**src/rtl/prod_pkg.sv**
```systemverilog
// Shared definitions for the 96-bit product path (width, beat count, beat-width legality).
// Latency: n/a (package only).
// Backpressure: n/a (package only).
package prod_pkg;

  localparam int PROD_W = 96;

  // Number of OUT_W-bit beats needed to carry one product.
  function automatic int beats(input int out_w);
    return PROD_W / out_w;
  endfunction

  // Beat widths that divide the product evenly and are supported downstream.
  function automatic bit out_w_legal(input int out_w);
    return (out_w == 8) || (out_w == 16) || (out_w == 32) || (out_w == 48);
  endfunction

endpackage

```
**src/rtl/prod_fifo.sv**
```systemverilog
// Synchronous DEPTH x W register FIFO holding whole products.
// Latency: a push is visible at head_o / count_o the cycle after the push edge.
// Backpressure: push is refused when full unless a pop happens in the same cycle.
module prod_fifo #(
  parameter int DEPTH = 4,
  parameter int W     = 96
) (
  input  logic                       clk,
  input  logic                       rst,
  input  logic                       push_i,
  input  logic [W-1:0]               push_data_i,
  input  logic                       pop_i,
  output logic [W-1:0]               head_o,
  output logic [$clog2(DEPTH+1)-1:0] count_o,
  output logic                       full_o,
  output logic                       empty_o
);

  localparam int PW = $clog2(DEPTH);
  localparam int CW = $clog2(DEPTH+1);

  logic [W-1:0]  mem_q [DEPTH];
  logic [PW-1:0] wr_ptr_q, wr_ptr_d;
  logic [PW-1:0] rd_ptr_q, rd_ptr_d;
  logic [CW-1:0] count_q, count_d;
  logic          push_ok;
  logic          pop_ok;

  assign full_o  = (count_q == CW'(DEPTH));
  assign empty_o = (count_q == '0);
  assign head_o  = mem_q[rd_ptr_q];
  assign count_o = count_q;

  // A full FIFO still takes a push when the head leaves in the same cycle.
  assign pop_ok  = pop_i && !empty_o;
  assign push_ok = push_i && (!full_o || pop_ok);

  // Pointer and occupancy next-state; pointers wrap naturally at DEPTH (power of two).
  always_comb begin
    wr_ptr_d = wr_ptr_q;
    rd_ptr_d = rd_ptr_q;
    count_d  = count_q;
    if (push_ok) wr_ptr_d = wr_ptr_q + 1'b1;
    if (pop_ok)  rd_ptr_d = rd_ptr_q + 1'b1;
    case ({push_ok, pop_ok})
      2'b10:   count_d = count_q + 1'b1;
      2'b01:   count_d = count_q - 1'b1;
      default: count_d = count_q;
    endcase
  end

  // Pointer and occupancy registers.
  always_ff @(posedge clk) begin
    if (rst) begin
      wr_ptr_q <= '0;
      rd_ptr_q <= '0;
      count_q  <= '0;
    end else begin
      wr_ptr_q <= wr_ptr_d;
      rd_ptr_q <= rd_ptr_d;
      count_q  <= count_d;
    end
  end

  // Storage needs no reset: an entry is only read after it has been written.
  always_ff @(posedge clk) begin
    if (push_ok) mem_q[wr_ptr_q] <= push_data_i;
  end

endmodule

```
**src/rtl/prod_serializer.sv**
```systemverilog
// Buffers 96-bit multiplier products and emits them as OUT_W-bit beats, MS beat first.
// Latency: first beat valid 1 cycle after the push into an empty FIFO; 1 beat/cycle when ready.
// Backpressure: out_ready stalls beats; upstream cannot stall, so a push into a full FIFO is dropped and flagged sticky.
module prod_serializer
  import prod_pkg::*;
#(
  parameter int DEPTH = 4,
  parameter int OUT_W = 16
) (
  input  logic                       clk,
  input  logic                       rst,
  input  logic                       in_valid,
  input  logic [PROD_W-1:0]          in_data,
  input  logic                       out_ready,
  output logic                       out_valid,
  output logic [OUT_W-1:0]           out_data,
  output logic                       out_last,
  output logic                       overflow,
  output logic [$clog2(DEPTH+1)-1:0] count
);

  localparam int BEATS = beats(OUT_W);
  localparam int BW    = $clog2(BEATS);

  if (!out_w_legal(OUT_W)) begin : g_bad_out_w
    $error("prod_serializer: OUT_W must be 8, 16, 32 or 48");
  end

  logic [PROD_W-1:0] head;
  logic [PROD_W-1:0] head_shifted;
  logic              fifo_full;
  logic              fifo_empty;
  logic              xfer;
  logic              beat_end;
  logic              pop;
  logic [BW-1:0]     beat_q, beat_d;
  logic              overflow_q, overflow_d;

  prod_fifo #(
    .DEPTH(DEPTH),
    .W    (PROD_W)
  ) u_fifo (
    .clk        (clk),
    .rst        (rst),
    .push_i     (in_valid),
    .push_data_i(in_data),
    .pop_i      (pop),
    .head_o     (head),
    .count_o    (count),
    .full_o     (fifo_full),
    .empty_o    (fifo_empty)
  );

  assign out_valid = !fifo_empty;
  assign beat_end  = (beat_q == BW'(BEATS-1));
  assign out_last  = out_valid && beat_end;
  assign xfer      = out_valid && out_ready;
  assign pop       = xfer && beat_end;
  assign overflow  = overflow_q;

  // Beat select: move the current beat to the top of the word, then take the top OUT_W bits.
  always_comb begin
    head_shifted = head << (int'(beat_q) * OUT_W);
    out_data     = '0;
    if (out_valid) out_data = head_shifted[PROD_W-1 -: OUT_W];
  end

  // Beat advance on each transfer; overflow latches any product the full FIFO refused.
  always_comb begin
    beat_d     = beat_q;
    overflow_d = overflow_q;
    if (xfer) beat_d = beat_end ? '0 : beat_q + 1'b1;
    if (in_valid && fifo_full && !pop) overflow_d = 1'b1;
  end

  // Beat counter and sticky overflow registers.
  always_ff @(posedge clk) begin
    if (rst) begin
      beat_q     <= '0;
      overflow_q <= 1'b0;
    end else begin
      beat_q     <= beat_d;
      overflow_q <= overflow_d;
    end
  end

endmodule

```
**config.mk**
```make
export PLATFORM = sky130hd
export DESIGN_NAME = prod_serializer
export DESIGN_NICKNAME = d
export VERILOG_FILES = /design/src/rtl/prod_pkg.sv /design/src/rtl/prod_fifo.sv /design/src/rtl/prod_serializer.sv
export SDC_FILE = /design/constraint.sdc
export NUM_CORES = 1
export LEC_CHECK = 0
export BUFFER_PORTS_ARGS = -buffer_cell sky130_fd_sc_hd__buf_2
export CAP_MARGIN = 20
export CORE_MARGIN = 5
export CORE_UTILIZATION = 41
export DETAILED_ROUTE_END_ITERATION = 7
export SYNTH_ARGS = -nofsm -noshare
export SYNTH_HDL_FRONTEND = slang
export SYNTH_SLANG_ARGS = --single-unit
```
**constraint.sdc**
```tcl
create_clock -name clk -period 4.9 [get_ports clk]
set_input_delay 0.735 -clock clk [delete_from_list [all_inputs] [get_ports clk]]
set_output_delay 0.735 -clock clk [all_outputs]
set_load 0.005 [all_outputs]
```
## Word-level counts from Yosys, hierarchy flattened

Memories as Yosys holds them, arrays and structs flattened. A register that Yosys moved wholly into a read port is not among the register bits.
Cells that the tools add are included.

- $add $sub $neg: 5
- Equality and inequality tests: 4
- Shifts and indexed selects: 1
- Multiplexer cells: 7
- Reduce and logical (&&, ||, !) cells: 13

Operators by type and width:

| operator | count |
|---|---|
| $shl A96 B7 Y96 | 1 |
| $mux W16 | 1 |
| $logic_and A1 B1 Y1 | 7 |
| $add A3 B1 Y3 const B | 2 |
| $eq A3 B3 Y1 const B | 2 |
| $pmux W3 S2 | 1 |
| $add A2 B1 Y2 const B | 2 |
| $mux W2 | 2 |
| $logic_not A1 Y1 | 3 |
| $logic_not A3 Y1 | 1 |
| $mux W3 | 1 |
| $sub A3 B1 Y3 const B | 1 |
| $eq A2 B1 Y1 const B | 1 |
| $eq A2 B2 Y1 const B | 1 |
| $mux W1 | 2 |
| $reduce_bool A2 Y1 | 1 |
| $logic_or A1 B1 Y1 | 1 |

- Flip-flop bits (word level): 11
- Bits in writable memories: 384
- Input bits: 100
- Output and inout bits: 22
- Word-level logic and storage cells: 36
- Memories: 1

Memories:

| memory | words | bits a word | read ports | clocked after Yosys merged registers in | wr ports | line | source |
|---|---|---|---|---|---|---|---|
| u_fifo.mem_q | 4 | 96 | 1 | 1 | 1 | prod_fifo.sv:22 | `logic [W-1:0] mem_q [DEPTH];` |

## Longest topological paths before layout

Gate-level depths: netlist of the first run.

- Word-level depth: 9
- Gate-level depth with buffers: 11
- Depth with buffers taken out: 9

## Modules after synthesis

From an unflattened synthesis of the first run, not the netlist that was laid out.

- Cells, all modules: 672
- Area total of the unflattened synthesis: 15,315.9 um2

Modules (own cells, without submodules):

| module | times used | cells an instance | area an instance (um2) |
|---|---|---|---|
| prod_fifo | 1 | 556 | 14,343.8 |
| prod_serializer | 1 | 116 | 972.2 |

## Worst setup path before layout of the first run

OpenSTA, ideal clock, no wires.

- Path kind: input -> register
- Start: input port out_ready
- End: memory u_fifo.mem_q[0][0], enable pin
- Library setup time: 0.466 ns
- Arrival time: 3.519 ns
- Slack: 0.915 ns
- Stages: 3
- Buffers on the path: 0
- Cells stage by stage: nand4b_1 -> a31oi_1 -> and2_1

- Longest elaborated chain between the ends: 7

Ends and longest elaborated chain:

| what | line | source |
|---|---|---|
| start: declaration | prod_serializer.sv:14 | `input logic out_ready,` |
| $logic_and A1 B1 Y1 | prod_serializer.sv:57 | `assign xfer = out_valid && out_ready;` |
| $logic_and A1 B1 Y1 | prod_serializer.sv:58 | `assign pop = xfer && beat_end;` |
| $logic_and A1 B1 Y1 | prod_fifo.sv:35 | `assign pop_ok = pop_i && !empty_o;` |
| $logic_or A1 B1 Y1 | prod_fifo.sv:36 | `assign push_ok = push_i && (!full_o \|\| pop_ok);` |
| $logic_and A1 B1 Y1 | prod_fifo.sv:36 |  |
| $mux W1 | prod_fifo.sv:67 | `if (push_ok) mem_q[wr_ptr_q] <= push_data_i;` |
| $mux W1 (implied by the code) | prod_fifo.sv:67 |  |
| end: declaration | prod_fifo.sv:22 |  |

No other way between the ends.

## Worst setup path after layout of the first run

- Start: register u_fifo.count_q[2] (netlist: u_fifo.count_o[2])
- End: output port out_data[4]

- Longest elaborated chain between the ends: 2

Ends and longest elaborated chain:

| what | line | source |
|---|---|---|
| start: declaration | prod_fifo.sv:25 | `logic [CW-1:0] count_q, count_d;` |
| start signal: assignment | prod_fifo.sv:61 | `count_q <= count_d;` |
| $logic_not A3 Y1 | prod_fifo.sv:30 | `assign empty_o = (count_q == '0);` |
| $mux W16 | prod_serializer.sv:65 | `if (out_valid) out_data = head_shifted[PROD_W-1 -: OUT_W];` |
| end: declaration | prod_serializer.sv:16 | `output logic [OUT_W-1:0] out_data,` |

No other way between the ends.

==> key figures, run 1 <==
Status
  – Status: finished clean

Clock network
  – Post CTS Setup Buffer Count: 0
  – Worst-path clk slew: 60 ps
  – Clk sink count: 397
  – CTS H-tree lvls: 2
  – Clock Latency Late Sink: 530 ps
  – CTS tree: done
  – Clock root buffer: clkbuf_16
  – Maximum buffer depth of the clock tree: 3
  – # hold bufs at CTS: 0
  – Cts repair resizes: 0
  – Inserted Clock Buffers: 43

Yosys
  – Dominant cell type by area after synthesis: edfxtp_1
  – Post-Synthesis Cells: 799
  – Post-synthesis mux area share: 0.142
  – Library cells used by synthesis: 37
  – Ys flop type: edfxtp_1
  – Adder-cell share of the synthesized area: 0.00534
  – Fraction of the mapped netlist area in compound gates: 0.0477
  – Syn. warnings: 0
  – Post-synthesis sequential area ratio: 0.762
  – Net Count, Synth: 905
  – XOR/XNOR share of the synthesized area: 0.00340
  – Main combinational cell family by area after synthesis: multiplexers
  – EDFF count, synth: 384
  – Mean Syn Cell Area: 19.4 sq um
  – Top cell type's share of synthesized area: 0.745
  – Cell Area, Synth: 15500 sq um
  – Post-Synth Simple-Gate Area: 0.0205
  – Asr flop ratio synth: 0
  – #FFs+latches synth: 397
  – Synth area leaders: edfxtp_1 (75%), mux2i_1 (9.5%), mux4_2 (4.7%), dfxtp_1 (1.7%), a22oi_1 (1.6%)

Timing
  – Slew headroom: 0.312
  – Hold Violations, Final: 0
  – Worst-margin pin slew: 1030 ps
  – Setup Viol. Count Final: 0
  – Period utilization: 0.806
  – Skew final: 10.9 ps
  – Setup TNS: 0 ps
  – Fmax: 253 MHz
  – Max-slew violation count: 0
  – Unrepaired setup endpoints after global routing: false
  – Fin crit period: 3950 ps

Place
  – GPL Wtd Cong: 0.779
  – HPWL after detailed placement: 21.4 mm
  – Port buffer count: 121

GRT
  – First-pass GRT wire length: 51.0 mm
  – Largest net degree at the start of global routing: 74
  – Antenna violations before repair: 10
  – Total congestion overflow: 0
  – Gr usage total: 0.161
  – Vias in the first global route: 8032

Floorplanning
  – Initial core utilization: 0.413
  – Ports: 122
  – Core area: 37500 sq um
  – Die Wd: 204 microns
  – Num rows: 71
  – Die height: 204 microns
  – Die area: 41700 sq um

Power and ir drop
  – Design internal power: 5.86 mW
  – Clock Power Share: 0.410
  – Sw frac: 0.212
  – Combinational power share: 0.060
  – Leakage: 5.76 nW
  – P per Cell Area: 412 nW/um^2
  – PnR Total Power: 7.43 mW
  – Peak supply drop: 212 uV
  – Sequential share of power: 0.530
  – Psw: 1.57 mW

Drt
  – Drt via density: 5.26
  – Per-cell routed wire length: 22.9 microns
  – Total number of vias: 7773
  – WL final: 33.8 mm
  – Residual DRC: 0
  – Final ANT Viol Nets: 0
  – DRT iter0 DRCs: 685
  – Drt pass-1 iters: 5

Finish
  – Multi-input logic area: 3390 sq um
  – Layout cell share with drive strength beyond 1: 0.259
  – Fillers: 3208
  – Final Util: 0.481
  – Nets: 1039
  – Area Overhead vs Synth: 16.4%
  – Register area: 11800 sq um
  – Most frequent cells in the layout: edfxtp_1 (384), mux2i_1 (147), buf_2 (121)
  – Most common cell after layout, fill and taps aside: edfxtp_1

Critical path
  – Critical Path Source Type: flip-flop
  – Setup CP Type: flip-flop to output pin
  – CP Cell Sequence: or3_1 > nand2_1 > o211ai_1 > buf_2
  – Critical path's largest stage delay: 820 ps
  – Crit path DAT: 3210 ps
  – R2r endpoint: u_fifo.count_o[2]
  – Reg2Reg Setup Slack: 1890 ps
  – Critical Path End Type: output pin
  – Crit path max-delay family: simple AND/OR/NAND/NOR gates
  – CP Buf/Inv Count: 1
  – Data required, critical path: 4160 ps
  – FF-to-FF path depth: 9
  – CP Max Fanout: 24
  – Slowest CP cell: or3_1
  – Origin of the critical flop-to-flop path: u_fifo.count_o[2]

Min path
  – Hold Path Sink: u_fifo.mem_q[3][89]
  – Worst Min Path Start: in_data[89]
  – Hold Path Class: input pin to flip-flop
  – Hold Path Stages: 1

Run
  – Max-Cap Viols: 0
synth_stat cells, drive strengths merged (2+ instances only):
cell,instances
clkbuf,8
and2,7
xnor2,2
edfxtp,384
o211ai,16
nand2,3
o22ai,32
o21ai,17
or3,2
ha,5
a22oi,32
nor2b,4
xor2,4
a21oi,2
nor2,15
mux4,32
dfxtp,13
nand4b,2
inv,8
nand4bb,2
mux2i,147
nand3,17
buf,39
final cells by class:
type / count / area share
diodes: 2 / 0.000278
repair buffers: 136 / 0.0451
flip-flops and latches: 397 / 0.655
clock buffers: 54 / 0.0655
inverters: 8 / 0.00167
well taps: 511 / 0.0355
multi-input cells: 347 / 0.188
clock inverters: 23 / 0.00910
sequential cells by signal, summed over array words and instances, names as in the netlist, named ones only:
register	count
beat_q	3
overflow	1
u_fifo.count_o	3
u_fifo.mem_q	384
u_fifo.rd_ptr_q	2
u_fifo.wr_ptr_q	2
per-layer routing:
layer,share of wire,routed length (microns),GRT usage,up-vias
met5,0.0031,104,0,-
met4,0.017,591,0.0407,16
met3,0.075,2540,0.0511,62
met2,0.46,15600,0.246,222
met1,0.44,14900,0.227,3944
li1,-,-,-,3529
worst reg2reg max path: cells and delay by family, from the launching register on:
kind	cells	cell delay [ps]
DFF	1	400
buffers and inverters	2	260
adders and majority gates	2	570
xor gates and xnor gates	1	160
and+or+nand+nor	3	1430
AOI/OAI and AO/OA	1	140
through the flow:
stage	instance area [sq um]	cells	worst slack [ps]	hold slack [ps]
floorplan	15500	799	915	465
global placement	16600	1398	1420	453
detailed placement	16700	1399	1440	493
CTS	18000	1476	853	391
global route	18000	1476	724	399
finish	18000	1478	951	416
cell families after synthesis:
group                    after synthesis
flip-flops                           397
AND/OR/NAND/NOR                       55
AO/OA/AOI/OAI                        101
multiplexers                         179
adder cells (fa/ha/maj)                6
buffers and inverters                 55
XOR/XNOR                               6
how the worst max path moves through the flow:
stage | from | end | depth (start not counted)
after floorplan | out_ready | u_fifo.mem_q[0][0] | 3
after global placement | beat_q[0] | out_data[0] | 5
after detailed placement | u_fifo.count_o[1] | out_data[4] | 4
after CTS | u_fifo.count_o[1] | out_data[4] | 4
after global routing | u_fifo.count_o[1] | out_data[5] | 4
final | u_fifo.count_o[2] | out_data[4] | 4
power by group through the flow:
stage,sequential [mW],clock (mW),combinational [mW]
detailed placement,4.01,0,0.452
global placement,4.00,0,0.448
floorplan,4.01,0,0.233
global route,3.95,3.27,0.485
finish,3.94,3.05,0.443
CTS,3.94,3.12,0.454
Power figures use the tool's default switching activity.
==> inputs of run 2 (changes only) <==
--- a/config.mk
+++ b/config.mk
@@ -5,6 +5,7 @@
 export SDC_FILE = /design/constraint.sdc
 export NUM_CORES = 1
 export LEC_CHECK = 0
+export ABC_AREA = 1
 export BUFFER_PORTS_ARGS = -buffer_cell sky130_fd_sc_hd__buf_2
 export CAP_MARGIN = 20
 export CORE_MARGIN = 5
==> constraint.sdc (replaced) <==
create_clock -name clk -period 3.5 [get_ports clk]
set_input_delay 0.525 -clock clk [delete_from_list [all_inputs] [get_ports clk]]
set_output_delay 0.525 -clock clk [all_outputs]
set_load 0.005 [all_outputs]
==> run 2 against run 1 <==
Effect of this change:
- worst hold slack got worse by 240 ps
- synthesized area rose by 9.1%
- routed wire length rose by 21%
- clock-buffer cell count fell by 3
- core utilization fell by 0.34 points
- global-route usage rose by 1.6 points
- sequential cell count did not move
- cell count rose by 55%
- critical path depth rose by 6
- synthesized cell count rose by 100%
- largest cell class unchanged
- largest power group unchanged
- highest routed layer unchanged
==> key figures, run 2 <==
Status
  – Status: finished clean

Clock network
  – Cts repair resizes: 0
  – # hold bufs at CTS: 0
  – Clk sink count: 397
  – Clock Latency Late Sink: 540 ps
  – Inserted Clock Buffers: 42
  – Maximum buffer depth of the clock tree: 3
  – CTS H-tree lvls: 2
  – Post CTS Setup Buffer Count: 0
  – CTS tree: done
  – Clock root buffer: clkbuf_16
  – Worst-path clk slew: 60 ps

Power and ir drop
  – Psw: 2.32 mW
  – Sequential share of power: 0.528
  – Combinational power share: 0.066
  – Sw frac: 0.223
  – Clock Power Share: 0.406
  – Peak supply drop: 289 uV
  – P per Cell Area: 533 nW/um^2
  – Leakage: 8.24 nW
  – Design internal power: 8.07 mW

Finish
  – Layout cell share with drive strength beyond 1: 0.124
  – Area Overhead vs Synth: 15.4%
  – Fillers: 3638
  – Top reg by flops: u_fifo.mem_q
  – N_diodes: 0
  – Nets: 1837
  – Final Util: 0.477
  – Most frequent cells in the layout: nand2_1 (503), edfxtp_1 (384), inv_1 (252)
  – Most common cell after layout, fill and taps aside: nand2_1
  – Largest register FFs: 384

Critical path
  – Setup CP Type: flip-flop to output pin
  – Critical Path End Type: output pin
  – CP Max Fanout: 38
  – Critical Path Source Type: flip-flop
  – FF-to-FF path depth: 12
  – Crit path DAT: 2750 ps
  – Data required, critical path: 2970 ps
  – Origin of the critical flop-to-flop path: beat_q[2]

Floorplanning
  – Die Wd: 213 microns
  – Core area: 40800 sq um
  – Ports: 122
  – Num rows: 74
  – Die height: 213 microns
  – Die area: 45300 sq um
  – Initial core utilization: 0.413

Min path
  – Hold Path Class: input pin to flip-flop
  – Hold Path Stages: 2
  – Worst Min Path Start: rst

Drt
  – DRT iter0 DRCs: 855
  – Residual DRC: 0
  – Per-cell routed wire length: 17.8 microns
  – Drt via density: 4.83
  – Final ANT Viol Nets: 0
  – Drt pass-1 iters: 5
  – Total number of vias: 11100
  – WL final: 40.8 mm

Timing
  – Slew headroom: 0.429
  – Setup TNS: 0 ps
  – Fmax: 305 MHz
  – Setup Viol. Count Final: 0
  – Hold Violations, Final: 0
  – Worst-margin pin slew: 855 ps
  – Skew final: 12.1 ps
  – Unrepaired setup endpoints after global routing: false
  – Fin crit period: 3280 ps
  – Max-slew violation count: 0
  – Period utilization: 0.936

Yosys
  – Top cell type's share of synthesized area: 0.683
  – Cell Area, Synth: 16900 sq um
  – Asr flop ratio synth: 0
  – Net Count, Synth: 1724
  – Post-synthesis sequential area ratio: 0.698
  – #FFs+latches synth: 397
  – Dominant cell type by area after synthesis: edfxtp_1
  – Syn. warnings: 0
  – Ys flop type: edfxtp_1
  – Mean Syn Cell Area: 10.4 sq um
  – Library cells used by synthesis: 21
  – Post-synth top cells: nand2_1 (503), edfxtp_1 (384), inv_1 (252)
  – Synth area leaders: edfxtp_1 (68%), nand2_1 (11%), inv_1 (5.6%), nand3_1 (3.8%), nor2_1 (2.4%)
  – Count leader, synth: nand2_1
  – Post-Synthesis Cells: 1618
  – EDFF count, synth: 384

GRT
  – Vias in the first global route: 10700
  – Antenna violations before repair: 1
  – Largest net degree at the start of global routing: 193
  – Total congestion overflow: 0
  – Gr usage total: 0.177
  – First-pass GRT wire length: 61.8 mm

Place
  – HPWL after detailed placement: 24.1 mm
  – Port buffer count: 121
  – GPL Wtd Cong: 0.820

Run
  – Max-Cap Viols: 0
-- run 2: worst max-delay path: stages, from the launching register on --
cell,delay [ps]
dfxtp_4,380
inv_4,370
buf_4,330
nand2_1,80
nand3_1,70
nand2_1,60
nand2_1,60
nand2_1,140
o21ai_1,390
a21oi_1,150
buf_2,160
-- run 2: cells by family (layout without fill, tap and decap cells) --
group | after synthesis | in the layout | share of synthesized area
buffers and inverters | 336 | 482 | 0.0797
AO/OA/AOI/OAI | 136 | 136 | 0.0417
flip-flops | 397 | 397 | 0.698
AND/OR/NAND/NOR | 743 | 743 | 0.175
adder cells (fa/ha/maj) | 6 | 6 | 0.00489
-- run 2: path summary, 6_finish.rpt --
kind / endpoint / slack (ps)
worst max-delay path: out_data[9] / 220
worst min register to register: flip-flop / 450
worst min-delay path: overflow / 180
worst max register to register: u_fifo.count_o[2] / 660
-- run 2: per-stage QoR --
stage | power [mW] | area [sq um] | setup slack [ps] | hold slack [ps] | std cells
CTS | 10.5 | 19500 | 137 | 161 | 2295
global route | 10.8 | 19500 | 51.1 | 173 | 2296
finish | 10.4 | 19500 | 223 | 177 | 2296
floorplan | 5.93 | 16900 | -545 | 436 | 1618
detailed placement | 6.28 | 18100 | 659 | 445 | 2218
global placement | 6.26 | 18100 | 659 | 439 | 2218
-- run 2: routing by layer --
| layer | global-route usage | routed length (microns) | up-vias |
|---|---|---|---|
| met1 | 0.244 | 17900 | 5255 |
| li1 | - | - | 5474 |
| met2 | 0.282 | 19100 | 284 |
| met4 | 0.0691 | 1510 | 2 |
| met3 | 0.0328 | 2250 | 73 |
| met5 | 0 | 13 | - |
-- run 2: final cells by class --
cell class | instances | area (sq um) | share of cell area
Multi-Input combinational cell | 885 | 3780 | 0.194
Sequential cell | 397 | 11800 | 0.605
Inverter | 262 | 986 | 0.0506
Clock inverter | 26 | 196 | 0.0101
Tap cell | 532 | 666 | 0.0342
Timing Repair Buffer | 143 | 946 | 0.0485
Clock buffer | 51 | 1120 | 0.0573
-- run 2: power by group through the flow --
stage | Clock (mW) | Sequential, mW | Combinational, mW
floorplan | 0 | 5.60 | 0.337
global placement | 0 | 5.58 | 0.682
detailed placement | 0 | 5.58 | 0.693
CTS | 4.31 | 5.48 | 0.696
global route | 4.53 | 5.50 | 0.764
finish | 4.22 | 5.49 | 0.686
